==> config.mk <==
export PLATFORM = sky130hd
export DESIGN_NAME = output_bram_reader
export DESIGN_NICKNAME = d
export VERILOG_FILES = /design/src/rtl/output_bram_reader.sv
export SDC_FILE = /design/constraint.sdc
export NUM_CORES = 1
export LEC_CHECK = 0
export BUFFER_PORTS_ARGS = -buffer_cell sky130_fd_sc_hd__clkbuf_2
export CAP_MARGIN = 20
export CORE_MARGIN = 3
export CORE_UTILIZATION = 35
export DETAILED_ROUTE_END_ITERATION = 7
export HOLD_SLACK_MARGIN = 0.02
export PLACE_DENSITY = 0.63
export SLEW_MARGIN = 5
export SYNTH_ARGS = -nofsm -noshare
export SYNTH_HDL_FRONTEND = slang
export SYNTH_SLANG_ARGS = --single-unit
==> constraint.sdc <==
create_clock -name i_clk -period 4.8 [get_ports i_clk]
set_input_delay 0.72 -clock i_clk [delete_from_list [all_inputs] [get_ports i_clk]]
set_output_delay 0.72 -clock i_clk [all_outputs]
set_load 0.05 [all_outputs]
==> src/rtl/output_bram_reader.sv <==
// output_bram_reader: drains a ROWS x COLS Q2.14 matrix from BRAM port B onto a valid/ready stream.
// Define READER_ROW_MAX_EN to add a per-row signed running max (o_row_max / o_row_max_valid).
module output_bram_reader #(
    parameter int DATA_W = 16,
    parameter int ADDR_W = 10,
    parameter int ROWS   = 32,
    parameter int COLS   = 32,
    parameter int RD_LAT = 1
) (
    input  logic              i_clk,
    input  logic              i_rst_n,
    input  logic              i_start,
    input  logic [ADDR_W-1:0] i_base_addr,
    output logic              o_busy,
    output logic              o_done,
    output logic              o_bram_en,
    output logic [ADDR_W-1:0] o_bram_addr,
    input  logic [DATA_W-1:0] i_bram_dout,
    output logic [DATA_W-1:0] o_data,
    output logic              o_valid,
    input  logic              i_ready,
    output logic              o_last_col,
    output logic              o_last
`ifdef READER_ROW_MAX_EN
    ,
    output logic signed [DATA_W-1:0] o_row_max,
    output logic                     o_row_max_valid
`endif
);
    localparam int DEPTH = RD_LAT + 1;
    localparam int PW = (DEPTH > 1) ? $clog2(DEPTH) : 1;
    localparam int CW = $clog2(2 * DEPTH + 1);
    localparam int RW = (ROWS > 1) ? $clog2(ROWS) : 1;
    localparam int KW = (COLS > 1) ? $clog2(COLS) : 1;
    localparam logic [ADDR_W-1:0] LAST_IDX = ADDR_W'(ROWS * COLS - 1);

    typedef enum logic [1:0] {IDLE, READ, DRAIN, DONE} state_t;
    state_t state, state_d;

    logic [ADDR_W-1:0] base, idx;
    logic [RD_LAT-1:0] pipe;
    logic [DATA_W-1:0] mem [DEPTH];
    logic [PW-1:0]     wr_ptr, rd_ptr;
    logic [CW-1:0]     count, inflight;
    logic [KW-1:0]     col;
    logic [RW-1:0]     row;
    logic              push, pop, start_ok, at_col_end;

    // A beat leaving this cycle frees its slot, so the credit check sustains one read per cycle.
    always_comb begin
        start_ok    = (state == IDLE) && i_start;
        inflight    = CW'($countones(pipe));
        push        = pipe[RD_LAT-1];
        o_valid     = (count != '0);
        pop         = o_valid && i_ready;
        o_bram_en   = (state == READ) && (inflight + count < CW'(DEPTH) + CW'(pop));
        o_bram_addr = base + idx;
        o_data      = mem[rd_ptr];
        at_col_end  = (col == KW'(COLS - 1));
        o_last_col  = o_valid && at_col_end;
        o_last      = o_last_col && (row == RW'(ROWS - 1));
        o_busy      = (state != IDLE);
        o_done      = (state == DONE);
        state_d     = state;
        unique case (state)
            IDLE:    state_d = start_ok ? READ : IDLE;
            READ:    state_d = (o_bram_en && idx == LAST_IDX) ? DRAIN : READ;
            DRAIN:   state_d = (pop && o_last) ? DONE : DRAIN;
            default: state_d = IDLE;
        endcase
    end

    always_ff @(posedge i_clk) begin
        if (!i_rst_n) begin
            state  <= IDLE;
            base   <= '0;
            idx    <= '0;
            pipe   <= '0;
            wr_ptr <= '0;
            rd_ptr <= '0;
            count  <= '0;
            col    <= '0;
            row    <= '0;
            for (int i = 0; i < DEPTH; i++) mem[i] <= '0;
        end else begin
            state <= state_d;
            pipe  <= RD_LAT'({pipe, o_bram_en});
            if (start_ok) begin
                base <= i_base_addr;
                idx  <= '0;
                col  <= '0;
                row  <= '0;
            end else if (o_bram_en) begin
                idx <= idx + 1'b1;
            end
            if (push) begin
                mem[wr_ptr] <= i_bram_dout;
                wr_ptr      <= (wr_ptr == PW'(DEPTH - 1)) ? '0 : wr_ptr + 1'b1;
            end
            if (pop) begin
                rd_ptr <= (rd_ptr == PW'(DEPTH - 1)) ? '0 : rd_ptr + 1'b1;
                col    <= at_col_end ? '0 : col + 1'b1;
                if (at_col_end) row <= (row == RW'(ROWS - 1)) ? '0 : row + 1'b1;
            end
            count <= count + CW'(push) - CW'(pop);
        end
    end

`ifdef READER_ROW_MAX_EN
    logic signed [DATA_W-1:0] run_max, cand;

    // The first beat of a row seeds the max regardless of the previous row's value.
    always_comb cand = (col == '0 || $signed(o_data) > run_max) ? o_data : run_max;

    always_ff @(posedge i_clk) begin
        if (!i_rst_n) begin
            run_max         <= '0;
            o_row_max       <= '0;
            o_row_max_valid <= 1'b0;
        end else begin
            o_row_max_valid <= pop && at_col_end;
            if (pop) run_max <= cand;
            if (pop && at_col_end) o_row_max <= cand;
        end
    end
`endif
endmodule
==> summary.md <==
| Metric | Value |
|---|---|
| Hold path cells | `2` |
| WL final | `roughly 7800 µm` |
| Buffers on Ports | `61` |
| Status | `completed` |
| Vias in the first global route | `approximately 2700` |
| Dpl cells | `530` |
| Hold-fix buffers, CTS | `0` |
| FP Rows | `36` |
| Post-synth top flop | `dfxtp_1` |
| Endpoints failing setup | `0` |
| H-tree depth | `3` |
| Crit start category | `flop` |
| Final core utilization | `0.4309` |
| Synth Area per Inst | `10.24 µm²` |
| RSZ-0062 raised after global routing | `false` |
| Fin Setup TNS | `0 ps` |
| Power Total | `approximately 1.8 mW` |
| Worst slew pin tran | `809.1 ps` |
| Critical path class | `flop to output pin` |
| Worst vdd ir | `0.0002645 V` |
| Via count | `around 2700` |
| Routed len/inst | `14.18 µm` |
| Crit-path most repeated cell | `nor3_1` |
| Post-route cell area | `between 0.004 and 0.005 mm²` |
| Async set or reset register ratio after synthesis | `0` |
| Post-DP Area | `between 0.003 and 0.004 mm²` |
| Crit-path slowest cell | `a2111oi_2` |
| Sequential area share after synthesis | `0.4901` |
| Critical path buffers and inverters | `1` |
| # Post-CTS Setup Buffers | `0` |
| Post-synth EDFFs | `32` |
| FF-to-FF Start | `count[2]$_SDFF_PN0_` |
| Max-cap violations | `0` |
| Clock sink total | `a little over 70` |
| Iteration count of the initial detailed-routing pass | `4` |
| Vias/cell | `~5` |
| Worst skew pair latency | `between 300 and 400 ps` |
| Core area | `0.009819 mm²` |
| Number of fill cells in the layout | `between 900 and 1000` |
| RR Endpoint | `idx[8]$_SDFFE_PP0P_` |
| Max_slew headroom | `0.4573` |
| Gp weighted congestion | `0.7528` |
| CTS root buf | `clkbuf_8` |
| Share of cells above drive strength 1 | `0.2585` |
| Initial drt markers | `between 90 and 100` |
| CTS Buf Count | `9` |
| Full die area | `0.01140 mm²` |
| Final std cells w/o fill | `547` |
| Hold_sp | `base[7]$_SDFFE_PN0P_` |
| Cell Area, Synth | `0.003553 mm²` |
| Initial antenna violation count | `0` |
| Flop-to-flop setup slack | `2480 ps` |
| Initial Util | `0.3619` |
| Clk buf depth | `2` |
| PD cells | `roughly 430 mW/mm²` |
| Worst Skew | `3.718 ps` |
| Warnings from Yosys | `0` |
| Achievable Freq | `between 300 and 400 MHz` |
| Final cycle utilization of the critical path | `0.6838` |
| Nets | `roughly 460` |
| Post-synth net total | `~400` |
| Yosys cell types | `49` |
| Post-detail-place hpwl | `roughly 5400 µm` |
| Setup crit end kind | `output pin` |
| P&R area growth vs syn | `19.08%` |
| Die width | `106.8 µm` |
| Hold EP | `base[7]$_SDFFE_PN0P_` |
| First-pass GRT wire length | `roughly 13000 µm` |
| Total GRT Usage | `0.1416` |
| GRT overflow | `0` |
| Synthesized flop and latch total | `71` |
| DRC viols | `0` |
| CP cell instances | `ha_1 -> and3_1 -> a2111oi_2 -> nor3_1 -> nor3_1 -> clkbuf_2` |
| DRT antenna net count | `0` |
| Reg2reg path depth | `7` |
| DIE HEIGHT | `106.8 µm` |
| Pin count of the biggest net entering global routing | `28` |
| CP max stage delay | `approximately 570 ps` |
| HP Class | `flop to flop` |
| Diodes inserted | `0` |
| Post-synthesis cell count | `about 350` |
| WP data required | `4080 ps` |
| Static Leakage | `between 1.5 and 2 nW` |
| CTS tree | `built` |
| Worst Path Arrival | `about 2600 ps` |
| Final hold vios | `0` |
| Clock-pin slew on the worst setup and hold paths | `approximately 70 ps` |
| Ports | `between 60 and 70` |
| Max Transition Viols Final | `0` |
| Post-CTS Resized | `0` |
| Shortest period the worst path allows | `approximately 3300 ps` |
| Critical Path Fanout Max | `7` |
| Crit-path leading delay family | `simple AND/OR/NAND/NOR gates` |
[through the flow]
stage,hold slack [ps],worst slack [ps]
after floorplan,440.6,1497
after global placement,448.6,1957
after detailed placement,454.3,1915
after CTS,466.0,1507
after global routing,489.9,1349
final,464.1,1518
[cell families after synthesis]
logic type	after synthesis	synth area share
AO/OA/AOI/OAI	58	0.1063
XOR/XNOR	14	0.03662
adder cells (fa/ha/maj)	19	0.06902
buffers and inverters	21	0.02324
flip-flops	71	0.4901
multiplexers	18	0.05669
AND/OR/NAND/NOR	146	0.2180
[where the power goes]
part	total [mW]	internal [mW]	switching [mW]
logic	0.519	0.168	0.351
clock network	0.563	0.342	0.221
registers	0.752	0.687	0.0651
[layer usage]
layer / track usage / up-vias / routed length (µm)
met5: 0 / - / 0
met1: 0.1763 / 1287 / 3545
li1: - / 1366 / -
met3: 0.03432 / 19 / 371
met2: 0.2379 / 66 / 3650
met4: 0.05297 / 0 / 188
[synth_stat cells (all sizes together) (2+ instances only)]
library cell | count | area share
a21o | 2 | 0.0042
a21oi | 29 | 0.041
a31oi | 4 | 0.0070
a41o | 3 | 0.0085
and2 | 37 | 0.065
and3 | 10 | 0.018
and4 | 2 | 0.0049
buf | 4 | 0.0053
clkbuf | 10 | 0.011
dfxtp | 39 | 0.22
edfxtp | 32 | 0.27
ha | 18 | 0.063
inv | 6 | 0.0063
mux2 | 17 | 0.054
nand2 | 32 | 0.035
nand2b | 3 | 0.0053
nand3 | 12 | 0.017
nand4 | 5 | 0.0088
nor2 | 22 | 0.023
nor3 | 8 | 0.011
nor3b | 3 | 0.0063
o211ai | 2 | 0.0042
o21ai | 8 | 0.011
o31ai | 2 | 0.0081
or2 | 2 | 0.0035
or3 | 5 | 0.0092
xnor2 | 9 | 0.024
xor2 | 5 | 0.012
[state kept, by name, indices dropped and copies added (netlist names), named ones only]
register,count
base,10
col,5
count,3
idx,10
mem,32
pipe,1
rd_ptr,1
row,5
state,2
wr_ptr,1
[worst min-delay path, cell delays in order (launching register included)]
cell and delay (ps):
dfxtp_1 310, nand2_1 50, a21oi_1 50
[worst max-delay path by stage]
stage	start	endpoint	slack, ps	cells after the start
floorplan	idx[3]$_SDFFE_PP0P_	o_bram_addr[9]	1500	5
global placement	idx[3]$_SDFFE_PP0P_	o_bram_addr[9]	1960	6
detailed placement	idx[3]$_SDFFE_PP0P_	o_bram_addr[9]	1920	6
CTS	idx[3]$_SDFFE_PP0P_	o_bram_addr[9]	1510	6
global route	idx[3]$_SDFFE_PP0P_	o_bram_addr[9]	1350	6
finish	idx[3]$_SDFFE_PP0P_	o_bram_addr[9]	1520	6
[cell usage in the layout (no fill, tap or decap), types with 2 or more instances in the layout]
| cell | Yosys | layout |
|---|---|---|
| mux2_2 | 17 | 17 |
| clkbuf_8 | 0 | 9 |
| o21ai_0 | 8 | 7 |
| xnor2_1 | 8 | 8 |
| nor3b_1 | 3 | 3 |
| bufinv_16 | 0 | 3 |
| clkbuf_2 | 0 | 62 |
| and4_1 | 2 | 2 |
| nand3_1 | 12 | 12 |
| clkinv_1 | 1 | 3 |
| nor2_1 | 22 | 22 |
| o211ai_1 | 2 | 2 |
| nand4_1 | 5 | 5 |
| and3_1 | 10 | 10 |
| nand2_1 | 31 | 31 |
| ha_1 | 18 | 18 |
| or2_2 | 2 | 2 |
| nor3_1 | 8 | 8 |
| dfxtp_1 | 39 | 39 |
| nand2b_1 | 3 | 3 |
| a31oi_1 | 4 | 4 |
| edfxtp_1 | 32 | 32 |
| a21o_1 | 2 | 2 |
| a41o_1 | 3 | 3 |
| buf_4 | 0 | 3 |
| inv_1 | 6 | 6 |
| and2_1 | 37 | 37 |
| a21oi_1 | 29 | 29 |
| or3_1 | 4 | 4 |
| xor2_1 | 5 | 5 |
[cell type report]
class,count,area (µm²),area share
flip-flops and latches,71,1742,0.4116
clock inverters,7,111.4,0.02632
clock buffers,9,123.9,0.02927
well taps,133,166.4,0.03933
repair buffers,65,332.8,0.07865
multi-input cells,255,1729,0.4086
inverters,7,26.28,0.006209
Note: power is estimated with default switching activity, not from simulation.
